[config.mk]
export PLATFORM = sky130hd
export DESIGN_NAME = fetch_unit
export DESIGN_NICKNAME = d
export VERILOG_FILES = /design/src/rtl/fetch_pkg.sv /design/src/rtl/fetch_fifo.sv /design/src/rtl/fetch_unit.sv
export SDC_FILE = /design/constraint.sdc
export NUM_CORES = 1
export LEC_CHECK = 0
export BUFFER_PORTS_ARGS = -buffer_cell sky130_fd_sc_hd__buf_4
export CAP_MARGIN = 10
export CORE_MARGIN = 2
export CORE_UTILIZATION = 45
export CTS_BUF_LIST = sky130_fd_sc_hd__clkbuf_16
export DETAILED_ROUTE_END_ITERATION = 12
export PLACE_DENSITY = 0.77
export SLEW_MARGIN = 20
export SYNTH_ARGS = -nofsm -noshare
export SYNTH_HDL_FRONTEND = slang
export SYNTH_SLANG_ARGS = --single-unit
[constraint.sdc]
create_clock -name i_clk -period 10.8 [get_ports i_clk]
set_input_delay 0.54 -clock i_clk [delete_from_list [all_inputs] [get_ports i_clk]]
set_output_delay 0.54 -clock i_clk [all_outputs]
set_load 0.01 [all_outputs]
[src/rtl/fetch_pkg.sv]
// fetch_pkg: shared types and defaults for the instruction fetch stage
package fetch_pkg;
  localparam int unsigned PC_W = 64;
  localparam int unsigned INSTR_W = 32;
  localparam logic [PC_W-1:0] RESET_VECTOR_DEF = 64'h0;
  typedef struct packed {
    logic [PC_W-1:0]    pc;
    logic [INSTR_W-1:0] instr;
  } fetch_entry_t;
  typedef enum logic {RUN = 1'b0, FAULT = 1'b1} fetch_state_t;
endpackage

[src/rtl/fetch_fifo.sv]
// fetch_fifo: small register FIFO buffering fetched {pc, instr} entries
module fetch_fifo #(
  parameter int WIDTH = 96,
  parameter int DEPTH = 2
) (
  input  logic             clk_i,
  input  logic             arst_i,
  input  logic             push_i,
  input  logic             pop_i,
  input  logic             flush_i,
  input  logic [WIDTH-1:0] data_i,
  output logic             full_o,
  output logic             empty_o,
  output logic [WIDTH-1:0] head_o
);
  localparam int AW = $clog2(DEPTH);
  localparam int CW = AW + 1;
  logic [WIDTH-1:0] mem_q [DEPTH];
  logic [AW-1:0]    wr_q, rd_q;
  logic [CW-1:0]    cnt_q;
  // storage, pointers and occupancy; flush empties without touching storage
  always_ff @(posedge clk_i or posedge arst_i) begin
    if (arst_i) begin
      for (int i = 0; i < DEPTH; i++) mem_q[i] <= '0;
      wr_q  <= '0;
      rd_q  <= '0;
      cnt_q <= '0;
    end else if (flush_i) begin
      wr_q  <= '0;
      rd_q  <= '0;
      cnt_q <= '0;
    end else begin
      if (push_i) mem_q[wr_q] <= data_i;
      if (push_i) wr_q <= wr_q + AW'(1);
      if (pop_i) rd_q <= rd_q + AW'(1);
      cnt_q <= cnt_q + CW'(push_i) - CW'(pop_i);
    end
  end
  assign full_o  = cnt_q == CW'(DEPTH);
  assign empty_o = cnt_q == '0;
  assign head_o  = mem_q[rd_q];
endmodule

[src/rtl/fetch_unit.sv]
// fetch_unit: PC owner, imem address driver and instruction buffer for decode
module fetch_unit
  import fetch_pkg::*;
#(
  parameter int PC_WIDTH = 64,
  parameter int INSTR_WIDTH = 32,
  parameter int IMEM_ADDR_WIDTH = 10,
  parameter int FIFO_DEPTH = 2,
  parameter logic [PC_WIDTH-1:0] RESET_VECTOR = PC_WIDTH'(RESET_VECTOR_DEF)
) (
  input  logic                       i_clk,
  input  logic                       i_arst,
  output logic [IMEM_ADDR_WIDTH-1:0] o_imem_addr,
  input  logic [INSTR_WIDTH-1:0]     i_imem_data,
  input  logic                       i_redirect_valid,
  input  logic [PC_WIDTH-1:0]        i_redirect_pc,
  output logic                       o_instr_valid,
  input  logic                       i_instr_ready,
  output logic [INSTR_WIDTH-1:0]     o_instr,
  output logic [PC_WIDTH-1:0]        o_instr_pc,
  output logic                       o_fault
);
  localparam int EW = PC_WIDTH + INSTR_WIDTH;
  fetch_state_t state_q, state_d;
  logic [PC_WIDTH-1:0] pc_q, pc_d;
  logic push, pop, full, empty, fault;
  logic [EW-1:0] head;
  // state and pc registers
  always_ff @(posedge i_clk or posedge i_arst) begin
    if (i_arst) begin
      state_q <= RUN;
      pc_q    <= RESET_VECTOR;
    end else begin
      state_q <= state_d;
      pc_q    <= pc_d;
    end
  end
  // next state: any redirect reloads the pc, alignment picks RUN or FAULT
  always_comb begin
    state_d = i_redirect_valid ? (i_redirect_pc[1:0] == 2'b00 ? RUN : FAULT) : state_q;
    pc_d    = i_redirect_valid ? i_redirect_pc : push ? pc_q + PC_WIDTH'(4) : pc_q;
  end
  // outputs: fetch only while running and not redirecting, keep one slot per pop
  always_comb begin
    fault = state_q == FAULT;
    pop   = !empty && i_instr_ready;
    push  = !i_redirect_valid && !fault && (!full || pop);
  end
  fetch_fifo #(.WIDTH(EW), .DEPTH(FIFO_DEPTH)) u_fifo (
    .clk_i  (i_clk),
    .arst_i (i_arst),
    .push_i (push),
    .pop_i  (pop),
    .flush_i(i_redirect_valid),
    .data_i ({pc_q, i_imem_data}),
    .full_o (full),
    .empty_o(empty),
    .head_o (head)
  );
  assign o_imem_addr   = pc_q[IMEM_ADDR_WIDTH-1:0];
  assign o_instr_valid = !empty;
  assign o_instr       = head[INSTR_WIDTH-1:0];
  assign o_instr_pc    = head[EW-1:INSTR_WIDTH];
  assign o_fault       = fault;
endmodule

* Word level (Yosys, flattened, before mapping)
Cells that the tools add are included.
** Operators by class
- Bitwise logic cells :: 3
- Add/subtract/negate cells :: 5
- Reduce and logical (&&, ||, !) cells :: 14
- Order comparisons :: 3
- Multiplexer cells :: 14
- Equality and inequality tests :: 1
** Operators with widths (count)
- $mux W96 :: 4
- $bwmux W192 :: 1
- $mux W64 :: 2
- $demux W96 S1 :: 1
- $add A64 B3 Y64 const B :: 1
- $mux W1 :: 5
- $ge A2 B2 Y1 const B :: 2
- $logic_and A1 B1 Y1 :: 4
- $logic_not A1 Y1 :: 4
- $logic_not A2 Y1 :: 2
- $not A1 Y2 :: 2
- $reduce_bool A2 Y1 :: 2
- $add A1 B1 Y1 const B :: 2
- $add A2 B1 Y2 :: 1
- $eq A2 B2 Y1 const B :: 1
- $lt A2 B1 Y1 const B :: 1
- $mux W2 :: 1
- $reduce_and A2 Y1 :: 1
- $sub A2 B1 Y2 :: 1
- $logic_or A1 B1 Y1 :: 1
- $not A1 Y1 :: 1
** Word-level totals
- Register bits :: 261
- Word-level logic and storage cells :: 47
- Output and inout bits :: 108

* Depth between registers and ports, before layout
Gate-level depths: netlist of run 1.
- Word-level depth :: 8
- Mapped depth :: 11
- Gate-level depth less buffers :: 8

* By module
Synthesis of run 1 repeated with hierarchy kept, for this count alone.
** Unflattened totals
- Cell total of the unflattened synthesis :: 983
- Area, all modules :: 12403.1 sq um
** Modules (own cells, without submodules)
- fetch_fifo :: cells an instance 531, area an instance 8441.8 sq um, sequential area each 4904.7 sq um, times used 1
- fetch_unit :: cells an instance 452, area an instance 3961.3 sq um, sequential area each 1626.6 sq um, times used 1

* Worst setup path before layout of run 1
Ideal clock, no wire load.
- Path kind :: input -> register
- Start point :: in i_redirect_valid
- End point :: reg u_fifo.cnt_q[1]
- Path buffers :: 4
- Cell stages on the path :: 11
- Required time :: 10.669 ns
- Data arrival time :: 2.101 ns
- Setup slack :: 8.568 ns
- Path through :: clkbuf_1 > nor2_1 > nand2b_1 > buf_2 > inv_2 > buf_2 > buf_1 > ha_1 > xor2_1 > xnor2_1 > nor2_1
** On the way
- Word-level cells in the longest chain between the ends :: 6
** RTL lines
- start, declared :: RTL line fetch_unit.sv:15 : input logic i_redirect_valid,
- $logic_not A1 Y1 :: RTL line fetch_unit.sv:47 : push = !i_redirect_valid && !fault && (!full || pop);
- $logic_and A1 B1 Y1 (2 in a row) :: RTL line fetch_unit.sv:47
- $add A2 B1 Y2 :: RTL line fetch_fifo.sv:36 : cnt_q <= cnt_q + CW'(push_i) - CW'(pop_i);
- $sub A2 B1 Y2 :: RTL line fetch_fifo.sv:36
- $mux W2 * :: RTL line fetch_fifo.sv:28 : end else if (flush_i) begin
- end signal, assigned :: RTL line fetch_fifo.sv:36
- end, declared :: RTL line fetch_fifo.sv:20 : logic [CW-1:0] cnt_q;
Every way passes the cells marked *; elsewhere a longest branch is shown, timed or not.
A chain may end at the register's enable or synchronous reset.

* Final worst setup path of run 1
- Start point :: reg u_fifo.rd_q
- End point :: out o_instr_pc[28]
** On the way
- Word-level cells in the longest chain between the ends :: 4
** RTL lines
- start, declared :: RTL line fetch_fifo.sv:19 : logic [AW-1:0] wr_q, rd_q;
- start signal, assigned :: RTL line fetch_fifo.sv:35 : if (pop_i) rd_q <= rd_q + AW'(1);
- $not A1 Y2 (implied by the code) :: RTL line fetch_fifo.sv:41 : assign head_o = mem_q[rd_q];
- $mux W96 (implied by the code) (3 in a row) :: RTL line fetch_fifo.sv:41
- end, declared :: RTL line fetch_unit.sv:20 : output logic [PC_WIDTH-1:0] o_instr_pc,
No other way between the ends. The select of a mux whose other input is x is not followed.

==> flow_summary_export.csv, run 1 <==
group,metric,value,unit
synth,synth_edf_count,0,
pwr,p_int,2591,uW
cells_and_area,diodes,0,
clocking,cts_root_buf,"clkbuf_16",
global_routing,grt_usage,0.2206,
synth,synth_top_area_cell,"dfrtp_1",
clocking,htreeDepth,1,
pwr,p_comb_frac,0.327,
clocking,post_cts_buffers,0,
synth,avgSynthCellArea,11.94,um^2
synth,synth_top_area_share,0.5155,
critical_path,reg2reg_depth,6,
synth,ys.flop_type,"dfrtp_1",
synth,yosys_warnings,0,
cells_and_area,fillers,2394,
critical_path,required,10260,ps
cells_and_area,nets,1335,
pwr,p_leak,0.006785,uW
global_routing,grt_pass1_wl,51550,um
critical_path,path_class,"flop to output port",
sta,rsz0062_at_grt,"false",
global_routing,grt_overflow,0,
global_routing,grt_pass1_vias,9417,
pwr,vdd_drop_max,0.1549,mV
synth,ys_ff_latch,261,
pwr,power.density,241.3,nW/um^2
sta,finalCritPeriodShare,0.3052,
pwr,p_sw_frac,0.3016,
clocking,clockBufferDepth,3,
pwr,power_switching,1119,uW
cells_and_area,seq_area,6535,um^2
critical_path,reg2reg_from,"u_fifo.cnt_q[0]",
detailed_routing,drt_iter0_drc,984,
detailed_routing,vias_per_cell,5.825,
sta,fmax,0.3034,GHz
run,drv_cap,0,
detailed_routing,routed_wl,32750,um
floorplanning,dieArea,29520,um^2
floorplanning,ioPinCount,208,
floorplanning,coreArea,27780,um^2
run_status,status,"finished clean",
critical_path,reg2reg_to,"u_fifo.mem_q[10]",
synth,synthDistinctLibCells,57,
clocking,holdBufCountCts,0,
cells_and_area,multi_input_area,5746,um^2
floorplanning,rows,61,
synth,synth.area.top_cells,"dfrtp_1 (52%), mux2_2 (20%), mux2_1 (5.0%)",
critical_path,crit_end,"o_instr_pc[28]",
sta,setup_viol,0,
clocking,clk_latency,540,ps
critical_path,arrival,2760,ps
detailed_routing,route.vias.total,9506,
hold_path,hp-class,"input pin to async pin",
critical_path,crit_path_start_kind,"flop",
detailed_routing,firstDrtPassIters,6,
detailed_routing,wl_per_cell,20.07,um
sta,tns,0,ps
detailed_routing,ant_nets,0,
place,gp_congestion,0.8954,
sta,worst_pin_slew,1021,ps
global_routing,antenna_found_initial,0,
synth,synth_cells,1061,
synth,synth_area,12670,um^2
synth,async_flop_share,1.000,
sta,final_max_slew_viol_count,0,
floorplanning,start_util,0.4561,
synth,synthesis.nets,1164,
clocking,cts.sinks,261,
sta,relSlewSlack,0.3165,
critical_path,endpoint_kind,"output port",
pwr,totalPowerFinal,3710,uW
clocking,clk_pin_slew,50,ps
clocking,ctsResizeCount,0,
cells_and_area,area_delta_synth_final,21.33,%
detailed_routing,route.detailed.drc,0,
global_routing,grt_max_degree,117,
sta,finalClockSkew,10.59,ps
sta,finalHoldViolCount,0,
floorplanning,die_height,171.8,um
synth,seq_area_frac_synth,0.5155,
clocking,numCtsBuffers,29,
pwr,power.share.clock,0.259,
sta,min_period,3296,ps
critical_path,crit_start,"u_fifo.rd_q",
critical_path,worst-r2r-setup-slack,7550,ps
place,port_buffers,207,
floorplanning,die_w,171.8,um
pwr,seqPwrFrac,0.414,
clocking,cts_tree,"done",
cells_and_area,post_route_cells_drive_above_1_share,0.4035,
critical_path,worst-path-max-fanout,62,
place,dp_hpwl,22100,um
==> layer usage <==
metal,up-vias,global-route usage,share of wire
met5,-,0,0
met2,440,0.3497,0.46
met3,84,0.03981,0.079
li1,4278,-,-
met1,4704,0.3066,0.43
met4,0,0.07307,0.032
==> synth_stat cells (2+ instances only) <==
cell	count
or4_1	16
buf_2	23
nor4_2	2
o211ai_1	29
mux2_1	56
a31oi_1	2
nand2b_1	6
nor4_1	14
and2_1	6
clkbuf_1	38
o41ai_1	2
o31ai_1	5
a211o_1	4
o311a_1	2
o21ai_0	21
o311ai_0	7
nor4_4	2
buf_1	3
o21ai_1	6
and4_1	2
a221o_1	7
xnor2_1	3
nor3_1	20
nand4_1	32
inv_1	15
dfrtp_1	261
nor2b_1	8
nand4_2	5
nor2_1	29
ha_1	3
mux2_2	223
a21oi_1	6
o311ai_1	14
and3_1	5
buf_4	10
nand2_1	96
or2_2	2
or3_1	7
nand3_1	47
xor2_1	2
o31a_1	3
nor3_2	2
==> worst min-delay path by stage <==
stage,startpoint,endpoint,slack [ps],depth (start not counted)
floorplan,u_fifo.mem_q[36],u_fifo.mem_q[36],440,2
global placement,u_fifo.mem_q[62],u_fifo.mem_q[62],460,2
detailed placement,u_fifo.mem_q[88],u_fifo.mem_q[88],470,2
CTS,i_redirect_pc[4],pc_q[4],180,3
global route,i_redirect_pc[4],pc_q[4],190,3
finish,i_arst,u_fifo.mem_q[8],160,2
==> state kept, by name, summed over array words and instances, names as in the netlist <==
register / flops
u_fifo.cnt_q: 2
o_fault: 1
pc_q: 64
u_fifo.mem_q: 192
u_fifo.wr_q: 1
u_fifo.rd_q: 1
==> area by class of cell <==
cell class,instances,area share
Sequential cell,261,0.4251
Multi-Input combinational cell,709,0.3737
Timing Repair Buffer,215,0.1052
Clock buffer,29,0.04720
Tap cell,378,0.03076
Clock inverter,24,0.01359
Inverter,16,0.004395
==> logic make-up after synthesis <==
| family | share of synthesized area |
|---|---|
| DFF | 0.5155 |
| xor gates and xnor gates | 0.003457 |
| muxes | 0.2480 |
| adders and majority gates | 0.002963 |
| buffers and inverters | 0.03229 |
| and+or+nand+nor | 0.1314 |
| AOI/OAI and AO/OA | 0.06646 |
==> power groups by stage <==
stage                     Clock, uW  Sequential [uW]  Combinational, uW
after floorplan                   0             1460                770
after global placement            0             1520               1200
after detailed placement          0             1550               1220
after CTS                       977             1530               1230
after global routing           1020             1580               1320
final                           961             1530               1210
==> stage by stage <==
| stage | setup slack (ps) | util | cells | cell area, um^2 | hold slack, ps |
|---|---|---|---|---|---|
| 4_1_cts | 7477 | 0.5532 | 1632 | 15370 | 181.6 |
| 3_3_place_gp | 7196 | 0.5196 | 1579 | 14440 | 461.4 |
| 5_1_grt | 7350 | 0.5534 | 1632 | 15370 | 193.3 |
| 3_5_place_dp | 7135 | 0.5196 | 1579 | 14440 | 465.3 |
| 2_1_floorplan | 3077 | - | 1061 | 12670 | 444.4 |
| 6_report | 7504 | 0.5534 | 1632 | 15370 | 163.5 |
==> critical path: stages (launching register included) <==
cell,delay (ps)
dfrtp_4,760
buf_4,800
mux2_2,440
buf_4,150
==> cell usage in the layout, fill, tap and decap left out, drive strengths merged, types with 6 or more instances in the layout <==
cell type	n
or4	16
nand2	96
clkinv	11
nand2b	6
o21ai	27
dfrtp	261
buf	215
a21oi	6
clkbuf	29
nor2	29
o311ai	21
and2	7
nand3	47
nor4	18
nor2b	8
o211ai	29
nand4	38
mux2	279
or3	7
a221o	7
nor3	23
inv	23
(Power assumes the default switching activity.)
==> inputs of run 2 (changes only) <==
==> constraint.sdc (replaced) <==
create_clock -name i_clk -period 3.45 [get_ports i_clk]
set_input_delay 0.1725 -clock i_clk [delete_from_list [all_inputs] [get_ports i_clk]]
set_output_delay 0.1725 -clock i_clk [all_outputs]
set_load 0.01 [all_outputs]
==> flow_summary_export.csv, run 2 (same netlist as run 1, synthesis figures left out) <==
group,metric,value,unit
place,dpl_worst_slack,547.0,ps
clocking,cts_root_buf,"clkbuf_16",
cells_and_area,largest_reg_flops,192,
cells_and_area,instances_no_fill,1739,
cells_and_area,final_cell_mix,"dfrtp_1 (260), mux2_2 (223), buf_4 (220)",
clocking,cts.sinks,261,
cells_and_area,diodes,0,
place,gp_congestion,0.9346,
floorplanning,dieArea,29520,um^2
hold_path,hp-class,"input pin to flop",
pwr,vdd_drop_max,0.4495,mV
cells_and_area,layout_commonest_cell,"dfrtp_1",
cells_and_area,nets,1442,
detailed_routing,routed_wl,34780,um
sta,setup_slack,444.4,ps
detailed_routing,vias_per_cell,5.731,
floorplanning,die_w,171.8,um
detailed_routing,wl_per_cell,20.00,um
sta,worst_pin_slew,981.2,ps
floorplanning,rows,61,
critical_path,cp_top_family,"simple AND/OR/NAND/NOR gates",
clocking,post_cts_buffers,0,
run_status,status,"finished clean",
pwr,power.density,713.1,nW/um^2
sta,fmax,0.3327,GHz
critical_path,path_class,"flop to flop",
clocking,ctsResizeCount,0,
global_routing,grt_max_degree,80,
critical_path,cpPeakStageDelay,600,ps
sta,final_max_slew_viol_count,0,
cells_and_area,fillers,2246,
global_routing,grt_overflow,0,
sta,finalHoldViolCount,0,
place,dp_hpwl,22730,um
place,dpl.cell_count,1589,
critical_path,crit_slowest_cell,"nand4_1",
floorplanning,start_util,0.4561,
clocking,numCtsBuffers,28,
critical_path,cp_num_buf_inv,0,
detailed_routing,route.vias.total,9967,
sta,relSlewSlack,0.3443,
critical_path,required,3880,ps
clocking,clockBufferDepth,3,
detailed_routing,drt_iter0_drc,920,
sta,min_period,3006,ps
clocking,cts_tree,"done",
clocking,htreeDepth,1,
critical_path,path_cells,"ha_1 > nand4_1 > nor2_1 > nand4_1 > o311a_1 > a211o_1",
global_routing,antenna_found_initial,0,
detailed_routing,ant_nets,0,
detailed_routing,route.detailed.drc,0,
clocking,clk_latency,540,ps
critical_path,endpoint_kind,"flop",
sta,finalClockSkew,11.85,ps
critical_path,worst-path-max-fanout,12,
global_routing,grt_pass1_vias,10160,
cells_and_area,top_register,"u_fifo.mem_q",
place,port_buffers,207,
critical_path,crit_path_start_kind,"flop",
floorplanning,ioPinCount,208,
critical_path,cpMostUsedCell,"nand4_1",
cells_and_area,fin_util,0.5925,
sta,setup_viol,0,
sta,finalCritPeriodShare,0.8712,
global_routing,grt_usage,0.2321,
floorplanning,coreArea,27780,um^2
pwr,p_leak,0.007234,uW
detailed_routing,firstDrtPassIters,6,
cells_and_area,area_delta_synth_final,29.90,%
run,drv_cap,0,
sta,tns,0,ps
cells_and_area,top_regs,"u_fifo.mem_q: 192 flops, pc_q: 64 flops, u_fifo.cnt_q: 2 flops",
sta,rsz0062_at_grt,"false",
clocking,clk_pin_slew,60,ps
cells_and_area,post_route_cells_drive_above_1_share,0.3755,
global_routing,grt_pass1_wl,54170,um
floorplanning,die_height,171.8,um
critical_path,arrival,3430,ps
## run 2: through the flow
step | hold WS [ps] | total power [uW] | instance area (um^2)
after floorplan | 284.0 | 6970 | 12670
after global placement | 381.6 | 8554 | 14570
after detailed placement | 389.2 | 8708 | 14570
after CTS | 58.13 | 11790 | 16460
after global routing | 96.06 | 12390 | 16460
final | 68.23 | 11740 | 16460
## run 2: repair_timing
| item | 4_1_cts | 5_1_grt |
|---|---|---|
| hold endpoints to repair | 163 | 0 |
| endpoints found under the setup margin | 0 | 0 |
| hold buffers | 98 | 0 |
## run 2: path summary, 6_finish.rpt
check                                  from  slack [ps]           endpoint  cells past startpoint
setup / recovery                    pc_q[2]         440           pc_q[42]                      6
hold / removal                i_instr_ready          70        u_fifo.rd_q                      4
setup reg to reg                    pc_q[2]         440           pc_q[42]                      6
hold reg to reg            u_fifo.mem_q[87]         480   u_fifo.mem_q[87]                      2
max in group asynchronous            i_arst        2110  u_fifo.mem_q[185]                      4
min in group asynchronous            i_arst         390   u_fifo.mem_q[10]                      3
## run 2: power breakdown
| part | total, uW | switching (uW) | internal [uW] |
|---|---|---|---|
| clock network | 2950 | 1210 | 1740 |
| logic | 3950 | 1630 | 2320 |
| registers | 4840 | 711 | 4130 |
## run 2: layout make-up
class | count | area [um^2] | area share
sequential | 261 | 6535 | 0.3970
tap | 378 | 473.0 | 0.02873
clock buffer | 29 | 725.7 | 0.04409
timing repair buffer | 323 | 2733 | 0.1660
clock inverter | 23 | 183.9 | 0.01117
multi-input combinational | 709 | 5746 | 0.3491
inverter | 16 | 63.81 | 0.003877
## run 2: per-layer routing
layer,share of wire,up-vias,track usage,routed length [um]
met4,0.033,0,0.08148,1158
li1,-,4480,-,-
met1,0.43,5001,0.3109,14880
met3,0.069,83,0.04119,2383
met2,0.47,403,0.3805,16360
met5,0,-,0,0
## run 2: worst reg2reg max path: stages, from the launching register on
cell,delay (ps)
dfrtp_1,550
ha_1,280
nand4_1,270
nor2_1,430
nand4_1,600
o311a_1,520
a211o_1,260
==> inputs of run 3 (changes only) <==
--- a/config.mk
+++ b/config.mk
@@ -7,9 +7,9 @@
 export LEC_CHECK = 0
 export BUFFER_PORTS_ARGS = -buffer_cell sky130_fd_sc_hd__buf_4
 export CAP_MARGIN = 10
-export CORE_MARGIN = 2
+export CORE_MARGIN = 3
 export CORE_UTILIZATION = 45
-export CTS_BUF_LIST = sky130_fd_sc_hd__clkbuf_16
+export CTS_BUF_LIST = sky130_fd_sc_hd__clkbuf_8
 export DETAILED_ROUTE_END_ITERATION = 12
 export PLACE_DENSITY = 0.77
 export SLEW_MARGIN = 20
==> flow_summary_export.csv, run 3 (same netlist as run 1, synthesis figures left out) <==
group,metric,value,unit
cells_and_area,diodes,0,
sta,final_max_slew_viol_count,0,
sta,fmax,0.3602,GHz
detailed_routing,met1_length,15500,um
cells_and_area,final_cell_mix,"dfrtp_1 (260), mux2_2 (223), buf_4 (216)",
cells_and_area,largest_reg_flops,192,
cells_and_area,fin_area,16360,um^2
critical_path,arrival,3220,ps
place,dp_hpwl,22850,um
pwr,p_int,7832,uW
run,drv_cap,0,
clocking,cts_root_buf,"clkbuf_8",
clocking,ctsResizeCount,0,
sta,finalHoldViolCount,0,
place,port_buffers,207,
clocking,cts_tree,"done",
detailed_routing,route.met2.wl,16930,um
sta,rsz0062_at_grt,"false",
sta,tns,0,ps
clocking,clk_latency,550,ps
clocking,htreeDepth,2,
pwr,power.density,696.9,nW/um^2
clocking,clk_pin_slew,60,ps
clocking,cts.sinks,261,
cells_and_area,fin_util,0.5986,
global_routing,grt_max_degree,105,
clocking,post_cts_buffers,0,
pwr,p_comb_frac,0.346,
floorplanning,coreArea,27330,um^2
sta,finalCritPeriodShare,0.8048,
hold_path,hp-class,"input pin to flop",
critical_path,worst-path-max-fanout,12,
detailed_routing,route.met3.wl,2218,um
cells_and_area,top_regs,"u_fifo.mem_q: 192 flops, pc_q: 64 flops, u_fifo.cnt_q: 2 flops",
global_routing,grt_overflow,0,
detailed_routing,routed_wl,35460,um
cells_and_area,nets,1455,
sta,min_period,2776,ps
cells_and_area,area_delta_synth_final,29.10,%
detailed_routing,top_layer,"met4",
floorplanning,rows,60,
cells_and_area,post_route_cells_drive_above_1_share,0.3807,
sta,finalClockSkew,28.36,ps
run_status,status,"finished clean",
global_routing,grt_pass1_vias,10310,
sta,worst_pin_slew,869.7,ps
critical_path,required,3890,ps
detailed_routing,firstDrtPassIters,8,
clocking,clockBufferDepth,3,
detailed_routing,ant_nets,0,
critical_path,path_class,"flop to flop",
global_routing,grt_pass1_wl,56700,um
pwr,power.share.clock,0.228,
global_routing,grt_usage,0.2303,
detailed_routing,vias_per_cell,5.678,
critical_path,crit_path_start_kind,"flop",
pwr,p_sw_frac,0.3130,
critical_path,endpoint_kind,"flop",
sta,setup_viol,0,
cells_and_area,fillers,2191,
place,gp_congestion,0.9314,
floorplanning,dieArea,30210,um^2
floorplanning,ioPinCount,208,
place,postPlaceCellArea,14570,um^2
clocking,holdBufCountCts,97,
detailed_routing,route.vias.total,9942,
detailed_routing,route.detailed.drc,0,
pwr,p_leak,0.007261,uW
cells_and_area,top_register,"u_fifo.mem_q",
detailed_routing,wl_per_cell,20.25,um
pwr,seqPwrFrac,0.426,
cells_and_area,layout_commonest_cell,"dfrtp_1",
global_routing,antenna_found_initial,0,
floorplanning,die_w,173.8,um
sta,relSlewSlack,0.4202,
floorplanning,die_height,173.8,um
floorplanning,start_util,0.4637,
pwr,vdd_drop_max,0.3532,mV
clocking,numCtsBuffers,44,
pwr,power_switching,3569,uW
detailed_routing,drt_iter0_drc,809,
## run 3: cell types whose count changed in the layout (fill, tap and decap cells not counted), sizes merged
| cell | before | now |
|---|---|---|
| buf | 225 | 223 |
| clkinvlp | 4 | 2 |
| clkinv | 14 | 2 |
| inv | 18 | 32 |
| dlygate4sd3 | 98 | 97 |
| clkbuf | 29 | 53 |
| bufinv | 3 | 0 |
## run 3: final cells by class
| cell class | instances | area [um^2] | share of cell area |
|---|---|---|---|
| timing repair buffer | 320 | 2733 | 0.1670 |
| multi-input combinational | 709 | 5746 | 0.3512 |
| clock buffer | 53 | 729.5 | 0.04459 |
| sequential | 261 | 6535 | 0.3995 |
| inverter | 16 | 63.81 | 0.003901 |
| clock inverter | 20 | 86.33 | 0.005278 |
| tap | 372 | 465.4 | 0.02845 |
## run 3: final timing paths
path	startpoint	endpoint	slack [ps]	cells past startpoint
worst max-delay path	pc_q[2]	pc_q[50]	670	6
worst min-delay path	i_instr_ready	u_fifo.rd_q	70	4
worst max register to register	pc_q[2]	pc_q[50]	670	6
worst min register to register	u_fifo.mem_q[36]	u_fifo.mem_q[36]	480	2
max in group asynchronous	i_arst	u_fifo.rd_q	2240	4
min in group asynchronous	i_arst	u_fifo.mem_q[109]	270	3
## run 3: power groups by stage
stage          registers, uW  clock network [uW]  logic [uW]
5_1_grt                 4980                2810        4240
3_5_place_dp            4880                   0        3830
4_1_cts                 4830                2670        3950
2_1_floorplan           4560                   0        2410
3_3_place_gp            4790                   0        3770
6_report                4860                2600        3940
## run 3: critical path, stage by stage (launching register included)
cell     delay [ps]
dfrtp_1         480
ha_1            270
nand4_1         240
nor2_1          340
nand4_1         560
or3_1           550
a31o_1          230
## run 3: stage by stage
stage          hold slack [ps]  total power, uW  cells  setup WS [ps]
3_3_place_gp             264.7             8552   1581          875.4
5_1_grt                  63.80            12040   1751          516.2
4_1_cts                  24.74            11440   1751          689.9
3_5_place_dp             271.4             8712   1581          716.4
2_1_floorplan            284.0             6970   1061         -164.1
6_report                 66.89            11400   1751          673.5
## run 3: routing by layer
layer / up-vias / track usage
met5: - / 0
met4: 0 / 0.06702
met3: 55 / 0.04030
met2: 417 / 0.3744
met1: 4959 / 0.3181
li1: 4511 / -
